<file path="config.mk">
export PLATFORM = sky130hd
export DESIGN_NAME = controle_hazard_pipeline_flat
export DESIGN_NICKNAME = d
export VERILOG_FILES = /design/src/rtl/controle_hazard_pipeline_if.sv /design/src/rtl/controle_hazard_pipeline.sv /design/src/flat_wrapper.sv
export SDC_FILE = /design/constraint.sdc
export NUM_CORES = 1
export LEC_CHECK = 0
export CAP_MARGIN = 20
export CORE_UTILIZATION = 52
export CTS_CLUSTER_SIZE = 24
export DETAILED_ROUTE_END_ITERATION = 16
export PLACE_DENSITY = 0.85
export SYNTH_ARGS = -nofsm -noshare
export SYNTH_HDL_FRONTEND = slang
export SYNTH_SLANG_ARGS = --single-unit
</file>
<file path="constraint.sdc">
create_clock -name clock -period 5.2 [get_ports clock]
set_clock_uncertainty 0.05 [all_clocks]
set_input_delay 0.78 -clock clock [delete_from_list [all_inputs] [get_ports clock]]
set_output_delay 0.78 -clock clock [all_outputs]
set_load 0.01 [all_outputs]
</file>
<file path="src/rtl/controle_hazard_pipeline_if.sv">
// Control bundle between the MIPS32 datapath and the hazard controller.
// The datapath side is the master: it reports ID/EX/MEM status and receives hold/clear strobes.
interface controle_hazard_pipeline_if #(
    parameter int CNT_W = 16
);
    logic [4:0]       id_rs;
    logic [4:0]       id_rt;
    logic             id_usa_hilo;
    logic             ex_le_mem;
    logic [4:0]       ex_rt;
    logic             ex_desvio;
    logic             ex_muldiv;
    logic             mem_req;
    logic             mem_pronto;

    logic             parada_pc;
    logic             parada_ifid;
    logic             limpar_ifid;
    logic             parada_idex;
    logic             limpar_idex;
    logic             parada_exmem;
    logic             limpar_memwb;
    logic             muldiv_ocupado;
    logic             erro_mem;
    logic [CNT_W-1:0] ciclos_parada;

    modport master (
        output id_rs, id_rt, id_usa_hilo, ex_le_mem, ex_rt, ex_desvio,
               ex_muldiv, mem_req, mem_pronto,
        input  parada_pc, parada_ifid, limpar_ifid, parada_idex, limpar_idex,
               parada_exmem, limpar_memwb, muldiv_ocupado, erro_mem, ciclos_parada
    );

    modport slave (
        input  id_rs, id_rt, id_usa_hilo, ex_le_mem, ex_rt, ex_desvio,
               ex_muldiv, mem_req, mem_pronto,
        output parada_pc, parada_ifid, limpar_ifid, parada_idex, limpar_idex,
               parada_exmem, limpar_memwb, muldiv_ocupado, erro_mem, ciclos_parada
    );
endinterface

</file>
<file path="src/rtl/controle_hazard_pipeline.sv">
// Hazard/stall controller for the 5-stage MIPS32 pipeline: load-use, branch flush,
// MULT/DIV occupancy and memory wait states, with a memory timeout and stall counter.
module controle_hazard_pipeline #(
    parameter int MD_LAT      = 32,
    parameter int MEM_TIMEOUT = 255,
    parameter int CNT_W       = 16
) (
    input  logic clock,
    input  logic reset,
    controle_hazard_pipeline_if.slave bus
);
    localparam int MD_W = (MD_LAT > 2) ? $clog2(MD_LAT) : 1;
    localparam int WT_W = $clog2(MEM_TIMEOUT + 1);

    typedef enum logic {RUN, MEM_WAIT} state_t;

    state_t           state_reg, state_next;
    logic [WT_W-1:0]  wait_cnt_reg, wait_cnt_next;
    logic [MD_W-1:0]  md_cnt_reg, md_cnt_next;
    logic             erro_reg, erro_next;
    logic [CNT_W-1:0] ciclos_reg, ciclos_next;

    logic [WT_W-1:0]  cur_wait;
    logic             mem_miss;
    logic             timeout;
    logic             mem_stall;
    logic             load_use;
    logic             hilo_hazard;
    logic             md_busy;

    logic parada_pc, parada_ifid, limpar_ifid, parada_idex;
    logic limpar_idex, parada_exmem, limpar_memwb;

    // cur_wait is the ordinal of the current miss cycle within the ongoing wait
    always_comb begin
        cur_wait    = (state_reg == MEM_WAIT) ? wait_cnt_reg + WT_W'(1) : WT_W'(1);
        mem_miss    = bus.mem_req & ~bus.mem_pronto;
        timeout     = mem_miss & (cur_wait == WT_W'(MEM_TIMEOUT));
        mem_stall   = mem_miss & ~timeout;
        md_busy     = (md_cnt_reg != '0);
        load_use    = bus.ex_le_mem & (bus.ex_rt != 5'd0) &
                      ((bus.ex_rt == bus.id_rs) | (bus.ex_rt == bus.id_rt));
        hilo_hazard = md_busy & bus.id_usa_hilo;
    end

    // Priority: memory wait > taken branch > load-use / HI/LO interlock
    always_comb begin
        parada_pc    = 1'b0;
        parada_ifid  = 1'b0;
        limpar_ifid  = 1'b0;
        parada_idex  = 1'b0;
        limpar_idex  = 1'b0;
        parada_exmem = 1'b0;
        limpar_memwb = 1'b0;
        if (!reset) begin
            if (mem_stall) begin
                parada_pc    = 1'b1;
                parada_ifid  = 1'b1;
                parada_idex  = 1'b1;
                parada_exmem = 1'b1;
                limpar_memwb = 1'b1;
            end else if (bus.ex_desvio) begin
                limpar_ifid = 1'b1;
                limpar_idex = 1'b1;
            end else if (load_use | hilo_hazard) begin
                parada_pc   = 1'b1;
                parada_ifid = 1'b1;
                limpar_idex = 1'b1;
            end
        end
    end

    always_comb begin
        state_next    = state_reg;
        wait_cnt_next = wait_cnt_reg;
        case (state_reg)
            RUN: begin
                wait_cnt_next = '0;
                if (mem_stall) begin
                    state_next    = MEM_WAIT;
                    wait_cnt_next = WT_W'(1);
                end
            end
            MEM_WAIT: begin
                if (!mem_stall) begin
                    state_next    = RUN;
                    wait_cnt_next = '0;
                end else begin
                    wait_cnt_next = cur_wait;
                end
            end
            default: begin
                state_next    = RUN;
                wait_cnt_next = '0;
            end
        endcase
    end

    // The HI/LO unit keeps counting through memory stalls; only a new issue is held off
    always_comb begin
        md_cnt_next = md_cnt_reg;
        if (bus.ex_muldiv && !mem_stall) begin
            md_cnt_next = MD_W'(MD_LAT - 1);
        end else if (md_busy) begin
            md_cnt_next = md_cnt_reg - MD_W'(1);
        end
    end

    always_comb begin
        erro_next   = erro_reg | timeout;
        ciclos_next = ciclos_reg;
        if (parada_pc && (ciclos_reg != {CNT_W{1'b1}})) begin
            ciclos_next = ciclos_reg + CNT_W'(1);
        end
    end

    always_ff @(posedge clock or posedge reset) begin
        if (reset) begin
            state_reg    <= RUN;
            wait_cnt_reg <= '0;
            md_cnt_reg   <= '0;
            erro_reg     <= 1'b0;
            ciclos_reg   <= '0;
        end else begin
            state_reg    <= state_next;
            wait_cnt_reg <= wait_cnt_next;
            md_cnt_reg   <= md_cnt_next;
            erro_reg     <= erro_next;
            ciclos_reg   <= ciclos_next;
        end
    end

    assign bus.parada_pc      = parada_pc;
    assign bus.parada_ifid    = parada_ifid;
    assign bus.limpar_ifid    = limpar_ifid;
    assign bus.parada_idex    = parada_idex;
    assign bus.limpar_idex    = limpar_idex;
    assign bus.parada_exmem   = parada_exmem;
    assign bus.limpar_memwb   = limpar_memwb;
    assign bus.muldiv_ocupado = md_busy & ~reset;
    // The timeout cycle already reports the error, before the sticky flag is written
    assign bus.erro_mem       = (erro_reg | timeout) & ~reset;
    assign bus.ciclos_parada  = ciclos_reg;
endmodule

</file>
<file path="src/flat_wrapper.sv">
// flat-port wrapper written by rule: the top's interface ports become plain ports
module controle_hazard_pipeline_flat 
#(
    parameter int MD_LAT      = 32,
    parameter int MEM_TIMEOUT = 255,
    parameter int CNT_W       = 16
)
  (clock, reset, bus_id_rs, bus_id_rt, bus_id_usa_hilo, bus_ex_le_mem, bus_ex_rt, bus_ex_desvio, bus_ex_muldiv, bus_mem_req, bus_mem_pronto, bus_parada_pc, bus_parada_ifid, bus_limpar_ifid, bus_parada_idex, bus_limpar_idex, bus_parada_exmem, bus_limpar_memwb, bus_muldiv_ocupado, bus_erro_mem, bus_ciclos_parada);
  controle_hazard_pipeline_if #(.CNT_W(CNT_W)) bus_i ();
  input  logic clock;
  input  logic reset;
  input wire logic [$bits(bus_i.id_rs)-1:0] bus_id_rs;
  input wire logic [$bits(bus_i.id_rt)-1:0] bus_id_rt;
  input wire logic [$bits(bus_i.id_usa_hilo)-1:0] bus_id_usa_hilo;
  input wire logic [$bits(bus_i.ex_le_mem)-1:0] bus_ex_le_mem;
  input wire logic [$bits(bus_i.ex_rt)-1:0] bus_ex_rt;
  input wire logic [$bits(bus_i.ex_desvio)-1:0] bus_ex_desvio;
  input wire logic [$bits(bus_i.ex_muldiv)-1:0] bus_ex_muldiv;
  input wire logic [$bits(bus_i.mem_req)-1:0] bus_mem_req;
  input wire logic [$bits(bus_i.mem_pronto)-1:0] bus_mem_pronto;
  output wire logic [$bits(bus_i.parada_pc)-1:0] bus_parada_pc;
  output wire logic [$bits(bus_i.parada_ifid)-1:0] bus_parada_ifid;
  output wire logic [$bits(bus_i.limpar_ifid)-1:0] bus_limpar_ifid;
  output wire logic [$bits(bus_i.parada_idex)-1:0] bus_parada_idex;
  output wire logic [$bits(bus_i.limpar_idex)-1:0] bus_limpar_idex;
  output wire logic [$bits(bus_i.parada_exmem)-1:0] bus_parada_exmem;
  output wire logic [$bits(bus_i.limpar_memwb)-1:0] bus_limpar_memwb;
  output wire logic [$bits(bus_i.muldiv_ocupado)-1:0] bus_muldiv_ocupado;
  output wire logic [$bits(bus_i.erro_mem)-1:0] bus_erro_mem;
  output wire logic [$bits(bus_i.ciclos_parada)-1:0] bus_ciclos_parada;
  assign bus_i.id_rs = bus_id_rs;
  assign bus_i.id_rt = bus_id_rt;
  assign bus_i.id_usa_hilo = bus_id_usa_hilo;
  assign bus_i.ex_le_mem = bus_ex_le_mem;
  assign bus_i.ex_rt = bus_ex_rt;
  assign bus_i.ex_desvio = bus_ex_desvio;
  assign bus_i.ex_muldiv = bus_ex_muldiv;
  assign bus_i.mem_req = bus_mem_req;
  assign bus_i.mem_pronto = bus_mem_pronto;
  assign bus_parada_pc = bus_i.parada_pc;
  assign bus_parada_ifid = bus_i.parada_ifid;
  assign bus_limpar_ifid = bus_i.limpar_ifid;
  assign bus_parada_idex = bus_i.parada_idex;
  assign bus_limpar_idex = bus_i.limpar_idex;
  assign bus_parada_exmem = bus_i.parada_exmem;
  assign bus_limpar_memwb = bus_i.limpar_memwb;
  assign bus_muldiv_ocupado = bus_i.muldiv_ocupado;
  assign bus_erro_mem = bus_i.erro_mem;
  assign bus_ciclos_parada = bus_i.ciclos_parada;
  controle_hazard_pipeline #(.MD_LAT(MD_LAT), .MEM_TIMEOUT(MEM_TIMEOUT), .CNT_W(CNT_W)) u_core (.clock(clock), .reset(reset), .bus(bus_i));
endmodule
</file>
---- Word-level counts from Yosys, hierarchy flattened ----
Cells that the tools add are included.
word-level totals
  output and inout port bits .............. 25
  bits in registers ....................... 31
  word-level logic and storage cells ...... 51
cells by class
  reduce and logical (&&, ||, !) cells .... 6
  add/subtract/negate cells ............... 3
  multiplexer cells ....................... 18
  eq/ne operators ......................... 4
  bitwise logic cells ..................... 15
operator list
  operator               number
  $add 16x1->16 const B  1
  $mux 8                 2
  $ne 16x16->1 const B   1
  $pmux 8 s2             1
  $mux 1                 13
  $eq 5x5->1             2
  $mux 5                 2
  $reduce_bool 5->1      2
  $add 8x1->8 const B    1
  $and 1x1->1            8
  $eq 8x8->1 const B     1
  $sub 5x1->5 const B    1
  $not 1->1              4
  $or 1x1->1             3
  $logic_and 1x1->1      2
  $reduce_bool 2->1      1
  $logic_not 1->1        1

---- Longest topological paths before layout ----
Gate-level depths: netlist of the first run.
  depth in word-level cells ............... 9
  gate-level depth with buffers ........... 9
  gate-level depth less buffers ........... 8

---- Worst setup path before layout of the first run ----
OpenSTA, ideal clock, no wires.
  path kind ............................... input to output
  start ................................... in bus_ex_rt[0]
  end ..................................... out bus_parada_pc
  slack ................................... 2191 ps
  stages on the path ...................... 7
  path buffers ............................ 2
  required time ........................... 4370 ps
  data arrival time ....................... 2179 ps
  cells stage by stage .................... or4_1 -> o21ai_0 -> o21ai_1 -> a21oi_4 -> buf_6 -> nor2_1 -> buf_4
on the way
  longest elaborated chain between the ends .. 8
  elaborated cells between the ends (all ways) .. 11
ends and longest elaborated chain
  what                                             line                                                            RTL
  start, declared                                  flat_wrapper.sv:16                                              input wire logic [$bits(bus_i.ex_rt)-1:0] bus_ex_rt;
  $eq 5x5->1 or $reduce_bool 5->1 (tied branches)  controle_hazard_pipeline.sv:42, controle_hazard_pipeline.sv:41
  $or 1x1->1 or $and 1x1->1 (tied branches)        controle_hazard_pipeline.sv:42, controle_hazard_pipeline.sv:41
  $and 1x1->1 *                                    controle_hazard_pipeline.sv:41                                  load_use = bus.ex_le_mem & (bus.ex_rt != 5'd0) &
  $or 1x1->1 *                                     controle_hazard_pipeline.sv:65                                  end else if (load_use | hilo_hazard) begin
  $mux 1 * (4 in series)                           -
  end, declared                                    flat_wrapper.sv:21                                              output wire logic [$bits(bus_i.parada_pc)-1:0] bus_parada_pc;
Every way passes the cells marked *; elsewhere a longest branch is shown, timed or not.

---- Worst setup path after layout of the first run ----
  start ................................... in bus_ex_rt[0]
  end ..................................... out bus_parada_pc
on the way
  longest elaborated chain between the ends .. 8
  elaborated cells between the ends (all ways) .. 11
ends and longest elaborated chain
  what                                             line                                                            RTL
  $eq 5x5->1 or $reduce_bool 5->1 (tied branches)  controle_hazard_pipeline.sv:42, controle_hazard_pipeline.sv:41
  $or 1x1->1 or $and 1x1->1 (tied branches)        controle_hazard_pipeline.sv:42, controle_hazard_pipeline.sv:41
  $and 1x1->1 *                                    controle_hazard_pipeline.sv:41
  $or 1x1->1 *                                     controle_hazard_pipeline.sv:65
  $mux 1 *                                         controle_hazard_pipeline.sv:65
  $mux 1 *                                         controle_hazard_pipeline.sv:62                                  end else if (bus.ex_desvio) begin
  $mux 1 *                                         controle_hazard_pipeline.sv:56                                  if (mem_stall) begin
  $mux 1 *                                         controle_hazard_pipeline.sv:55                                  if (!reset) begin
Marks and branches as above.

==> impl_metrics.tcl, run 1 <==
set metrics [dict create \
    die_area_um2 3720 \
    grt_usage_pct 23.8 \
    p_leak_uw 0.00102 \
    clk_path_buf_depth 2 \
    rows 21 \
    start_util_pct 54.2 \
    overflow 0 \
    drive_above_1_share_pct 10.1 \
    outcome "complete, but fails checks" \
    ys_warn_count 0 \
    diodes 0 \
    synth_top_area_share_pct 42.9 \
    final_util_pct 70.5 \
    first_pass_iters 10 \
    largest_reg_flops 16 \
    syn2layout_area_growth_pct 30.0 \
    hold_class "reg -> reg" \
    path_max_fanout 16 \
    synth_commonest_cells "dfrtp_1, xor2_1, nor2_1" \
    maxSlewViolCount 0 \
    vias 1478 \
    combPwrFrac_pct 28.1 \
    violations "design-rule violations" \
    final_area_um2 2350 \
    fin_cells 274 \
    hold_violations 0 \
    first_global_vias 1478 \
    cts_root_buffer "clkbuf_4" \
    clockPowerShare_pct 21.7 \
    power_uw 623 \
    num-nets-final 254 \
    dpl-instance-area_um2 2300 \
    period_share_pct 76.6 \
    die_h_um 61.0 \
    yosysSeqAreaShare_pct 42.9 \
    grt_max_degree 23 \
    cts_buffers 5 \
    clk_latency_ns 0.33 \
    hpwl_mm 2.95 \
    grt_pass1_wl_mm 6.42 \
    core_um2 3340 \
    fin_setup_tns_ns 0 \
    worst_setup_path_end_kind "output port" \
    syn-num-nets 205 \
    maxSlewHeadroom_pct 52.4 \
    cts_max_level 2 \
    ys_types 41 \
    wl_per_cell_um 13.7 \
    synth.most_common_cell "dfrtp_1" \
    pwr-share-seq_pct 50.2 \
    crit_arrival_ns 3.15 \
    ys_ff_latch 31 \
    synth_edf_count 0 \
    p_sw_uw 198 \
    p_per_area_nw_per_um2 265 \
    ant_nets 0 \
    postCtsHoldBufs 0 \
    die_x_um 61.0 \
    setup_viol 0 \
    min_period_ns 3.98 \
    cts_tree "built" \
    ys.flop_type "dfrtp_1" \
    antenna_found_initial 0 \
    routed_wl_mm 3.74 \
    switching_share_pct 31.7 \
    syn_inst 178 \
    drc 2 \
    worstPathRequired_ns 4.37 \
    async_reset_ff_share_pct 100 \
    portBuffers 47 \
    rsz0062_at_grt "false" \
    clk_pin_slew_worst_paths_ns 0.09 \
    critPathKind "in -> out" \
    post-cts-setup-buffers 0 \
    start_kind "input pin" \
    placedCellCount 266 \
    cts_resized 0 \
    p_int_uw 426 \
    gp_congestion 0.799 \
    drtIter0Drc 42 \
    ios 48 \
    max_freq_ghz 0.251 \
    cts_sinks 31 \
    netlist_area_um2 1810 \
    maxCapViolCount 0 \
    synth_top_cell_by_area "dfrtp_1" \
    syn_area_per_cell_um2 10.2 \
    synth_area_leaders "dfrtp_1, xor2_1, nor4_2, nor2_1, nand3_1" \
    via_per_inst 5.39 \
    ir_drop_uv 193 \
    tightest_slew_ns 0.712 \
]
-- layout by cell type, fill, tap and decap left out, types with 2 or more instances in the layout --
| cell type | Yosys | final |
|---|---|---|
| xnor2_1 | 6 | 6 |
| nor3_1 | 8 | 8 |
| clkbuf_1 | 1 | 2 |
| nand3_1 | 11 | 11 |
| and3_1 | 6 | 6 |
| nor3_2 | 3 | 3 |
| nor4_2 | 5 | 5 |
| inv_1 | 6 | 6 |
| ha_1 | 4 | 4 |
| dfrtp_1 | 31 | 31 |
| nor2_1 | 16 | 16 |
| nand2_1 | 14 | 14 |
| clkbuf_4 | 0 | 5 |
| nor4b_1 | 2 | 2 |
| and2_1 | 2 | 2 |
| o21ai_0 | 4 | 4 |
| nor4_1 | 2 | 2 |
| clkdlybuf4s50_1 | 0 | 47 |
| nand3b_1 | 2 | 2 |
| xor2_1 | 28 | 28 |
| nand4_1 | 3 | 3 |
-- power by group through the flow --
stage	clock, uW	combinational, uW	sequential, uW
after detailed placement	0	177	316
after global placement	0	171	314
after global routing	150	195	319
after floorplan	0	77.7	320
final	135	175	313
after CTS	139	178	312
-- per-layer routing --
layer / vias to the layer above / wire length, um / track usage (%)
met1: 702 / 1570 / 28.5
li1: 719 / - / -
met5: - / 0 / 0
met3: 7 / 236 / 8.10
met4: 0 / 61 / 8.44
met2: 50 / 1870 / 39.7
-- through the flow --
stage / hold slack (ns) / setup WS (ns)
after floorplan: 0.377 / 2.19
after global placement: 0.383 / 1.22
after detailed placement: 0.392 / 1.20
after CTS: 0.416 / 1.20
after global routing: 0.445 / 1.07
final: 0.412 / 1.22
-- final timing paths --
| check | cells past startpoint | start | to | slack [ns] |
|---|---|---|---|---|
| worst max-delay path | 7 | bus_ex_rt[0] | bus_parada_pc | 1.22 |
| worst min-delay path | 1 | u_core.erro_reg | u_core.erro_reg | 0.41 |
| min in group asynchronous | 2 | reset | u_core.bus.ciclos_parada[13] | 1.27 |
| worst max register to register | 8 | u_core.wait_cnt_reg[0] | u_core.bus.ciclos_parada[1] | 2.53 |
| max in group asynchronous | 3 | reset | u_core.wait_cnt_reg[2] | 3.18 |
| worst min register to register | 1 | u_core.erro_reg | u_core.erro_reg | 0.41 |
-- logic make-up after synthesis --
kind of cell             Yosys count  share of synthesized area, %
AO/OA/AOI/OAI                     12                          5.33
XOR/XNOR                          34                          16.5
adder cells (fa/ha/maj)            4                          2.77
buffers and inverters             12                          3.60
flip-flops                        31                          42.9
multiplexers                       1                         0.830
AND/OR/NAND/NOR                   84                          28.1
-- cell type report --
cell class	instances	area, um^2
Clock buffer	7	45.0
Clock inverter	1	5.00
Tap cell	46	57.6
Sequential cell	31	776
Inverter	6	22.5
Multi-Input combinational cell	135	968
Timing Repair Buffer	48	478
Fill cell	282	985
-- critical path, cell delays in order --
cell and delay (ns):
clkdlybuf4s50_1 0.46, or4_1 0.52, o21ai_0 0.16, o21ai_1 0.13, a21oi_4 0.46, nor2_1 0.13, clkdlybuf4s50_1 0.51
Power figures use the tool's default switching activity.
==> inputs of run 2 (changes only) <==
--- a/config.mk
+++ b/config.mk
@@ -6,10 +6,10 @@
 export NUM_CORES = 1
 export LEC_CHECK = 0
 export CAP_MARGIN = 20
-export CORE_UTILIZATION = 52
+export CORE_UTILIZATION = 44
 export CTS_CLUSTER_SIZE = 24
 export DETAILED_ROUTE_END_ITERATION = 16
-export PLACE_DENSITY = 0.85
+export PLACE_DENSITY = 0.76
 export SYNTH_ARGS = -nofsm -noshare
 export SYNTH_HDL_FRONTEND = slang
 export SYNTH_SLANG_ARGS = --single-unit
==> constraint.sdc (replaced) <==
create_clock -name clock -period 3.4 [get_ports clock]
set_clock_uncertainty 0.05 [all_clocks]
set_input_delay 0.51 -clock clock [delete_from_list [all_inputs] [get_ports clock]]
set_output_delay 0.51 -clock clock [all_outputs]
set_load 0.01 [all_outputs]
==> run 2 against run 1 <==
The run now ends clean. Sequential power grew 53%. Register-to-register slack got worse by 1.7 ns. Total power up 71%. Routed wire length is 2.5% lower. Die area up 18%. Combinational power increased by 54%. Hold slack got worse by 0.0042 ns.
==> impl_metrics.tcl, run 2 (same netlist as run 1, synthesis figures left out) <==
set metrics [dict create \
    num-nets-final 257 \
    period_share_pct 93.8 \
    grt_max_degree 23 \
    grt_pass1_wl_mm 6.60 \
    cts_tree "built" \
    path_cells "ha_1, nor2b_1, o21ai_2, a2111oi_2, nor3b_4, nor3_1, clkdlybuf4s50_1" \
    die_area_um2 4370 \
    overflow 0 \
    p_leak_uw 0.00106 \
    maxSlewViolCount 0 \
    start_kind "flop" \
    max_freq_ghz 0.314 \
    outcome "finished clean" \
    p_per_area_nw_per_um2 438 \
    cts_resized 0 \
    fin_setup_tns_ns 0 \
    gp_congestion 0.798 \
    reg2reg_depth 9 \
    fin_ws_ns 0.210 \
    slowest_stage "clkdlybuf4s50_1" \
    r2r_start "u_core.wait_cnt_reg[0]" \
    via_per_inst 5.21 \
    slowest_delay_ns 0.57 \
    grt_usage_pct 20.4 \
    first_pass_iters 4 \
    rows 22 \
    start_util_pct 47.6 \
    antenna_found_initial 0 \
    drtIter0Drc 115 \
    cts_max_level 2 \
    path_max_fanout 9 \
    routed_wl_mm 3.65 \
    cts_root_buffer "clkbuf_8" \
    clk_latency_ns 0.28 \
    hpwl_mm 2.75 \
    diodes 0 \
    ant_nets 0 \
    first_global_vias 1499 \
    postCtsHoldBufs 0 \
    largest_reg_flops 16 \
    die_x_um 66.1 \
    crit_arrival_ns 2.63 \
    maxCapViolCount 0 \
    syn2layout_area_growth_pct 34.2 \
    hold_class "reg -> reg" \
    core_um2 3800 \
    setup_viol 0 \
    critPathBufInv 1 \
    ff2ff_setup_slack_ns 0.86 \
    wl_per_cell_um 13.1 \
    cp_top_family "buffers and inverters" \
    clk_pin_slew_worst_paths_ns 0.06 \
    ir_drop_uv 254 \
    die_h_um 66.1 \
    portBuffers 47 \
    place_ws_ns 0.311 \
    rsz0062_at_grt "false" \
    min_period_ns 3.19 \
    cts_sinks 31 \
    clk_path_buf_depth 2 \
    critPathKind "reg -> out" \
    hold_violations 0 \
    min_to "u_core.erro_reg" \
    nFillCells 324 \
    rr_endpoint "u_core.bus.ciclos_parada[1]" \
    final_common_cell "clkdlybuf4s50_1" \
    worst_setup_path_end_kind "output port" \
    hold_start "u_core.erro_reg" \
    tightest_slew_ns 0.762 \
    ios 48 \
    holdPathStages 1 \
    post-cts-setup-buffers 0 \
    vias 1454 \
    drive_above_1_share_pct 11.7 \
    final_cell_mix "clkdlybuf4s50_1, dfrtp_1, xor2_1" \
    cts_buffers 5 \
    final_util_pct 63.9 \
    drc 0 \
    worstPathRequired_ns 2.84 \
    maxSlewHeadroom_pct 49.0 \
]
[run 2: cell types whose count changed in the layout (fill, tap and decap cells not counted)]
cell      delta
clkbuf_1     -1
clkinv_2     -1
buf_4        +3
clkbuf_4     -5
clkbuf_8     +7
[run 2: stage by stage]
step           hold WS, ns  power, uW  area [um^2]  cells
2_1_floorplan        0.377        609         1810    178
3_3_place_gp         0.387        749         2330    271
3_5_place_dp         0.392        758         2330    271
4_1_cts              0.412       1080         2430    279
5_1_grt              0.443       1130         2430    279
6_report             0.408       1060         2430    279
[run 2: routing by layer]
layer | share of wire, % | wire (um) | GRT usage, % | vias to the layer above
met5 | 0 | 0 | 0 | -
met4 | 1.9 | 68 | 8.78 | 0
met3 | 6.5 | 238 | 6.55 | 5
met2 | 47 | 1700 | 31.9 | 49
met1 | 45 | 1640 | 25.6 | 686
li1 | - | - | - | 714
[run 2: worst max path at each step]
| stage | startpoint | end | slack, ns | depth (start not counted) |
|---|---|---|---|---|
| global route | u_core.wait_cnt_reg[0] | bus_limpar_ifid | 0.006 | 7 |
| floorplan | u_core.wait_cnt_reg[0] | bus_parada_pc | 0.80 | 9 |
| CTS | u_core.wait_cnt_reg[0] | bus_limpar_idex | 0.17 | 7 |
| finish | u_core.wait_cnt_reg[0] | bus_limpar_idex | 0.21 | 7 |
| detailed placement | bus_ex_rt[3] | bus_parada_ifid | 0.31 | 8 |
| global placement | bus_ex_rt[3] | bus_limpar_idex | 0.34 | 8 |
[run 2: final cells by class]
| class | instances | area (um^2) | area share [%] |
|---|---|---|---|
| clock buffers | 8 | 100 | 4.12 |
| well taps | 48 | 60.1 | 2.47 |
| inverters | 6 | 22.5 | 0.928 |
| repair buffers | 51 | 500 | 20.6 |
| flip-flops and latches | 31 | 776 | 32.0 |
| multi-input cells | 135 | 968 | 39.9 |
[run 2: power breakdown]
group	switching (uW)	total (uW)	leakage [uW]	internal, uW
clock	131	315	0.0000515	184
sequential	63.6	480	0.000397	416
combinational	112	269	0.000612	157
[run 2: worst register-to-register path: cells and delay by family (launching register included)]
| family | cells | cell delay, ns |
|---|---|---|
| flip-flops | 1 | 0.44 |
| buffers and inverters | 1 | 0.24 |
| AND/OR/NAND/NOR | 3 | 0.39 |
| adder cells (fa/ha/maj) | 1 | 0.29 |
| multiplexers | 1 | 0.33 |
| AO/OA/AOI/OAI | 3 | 0.69 |
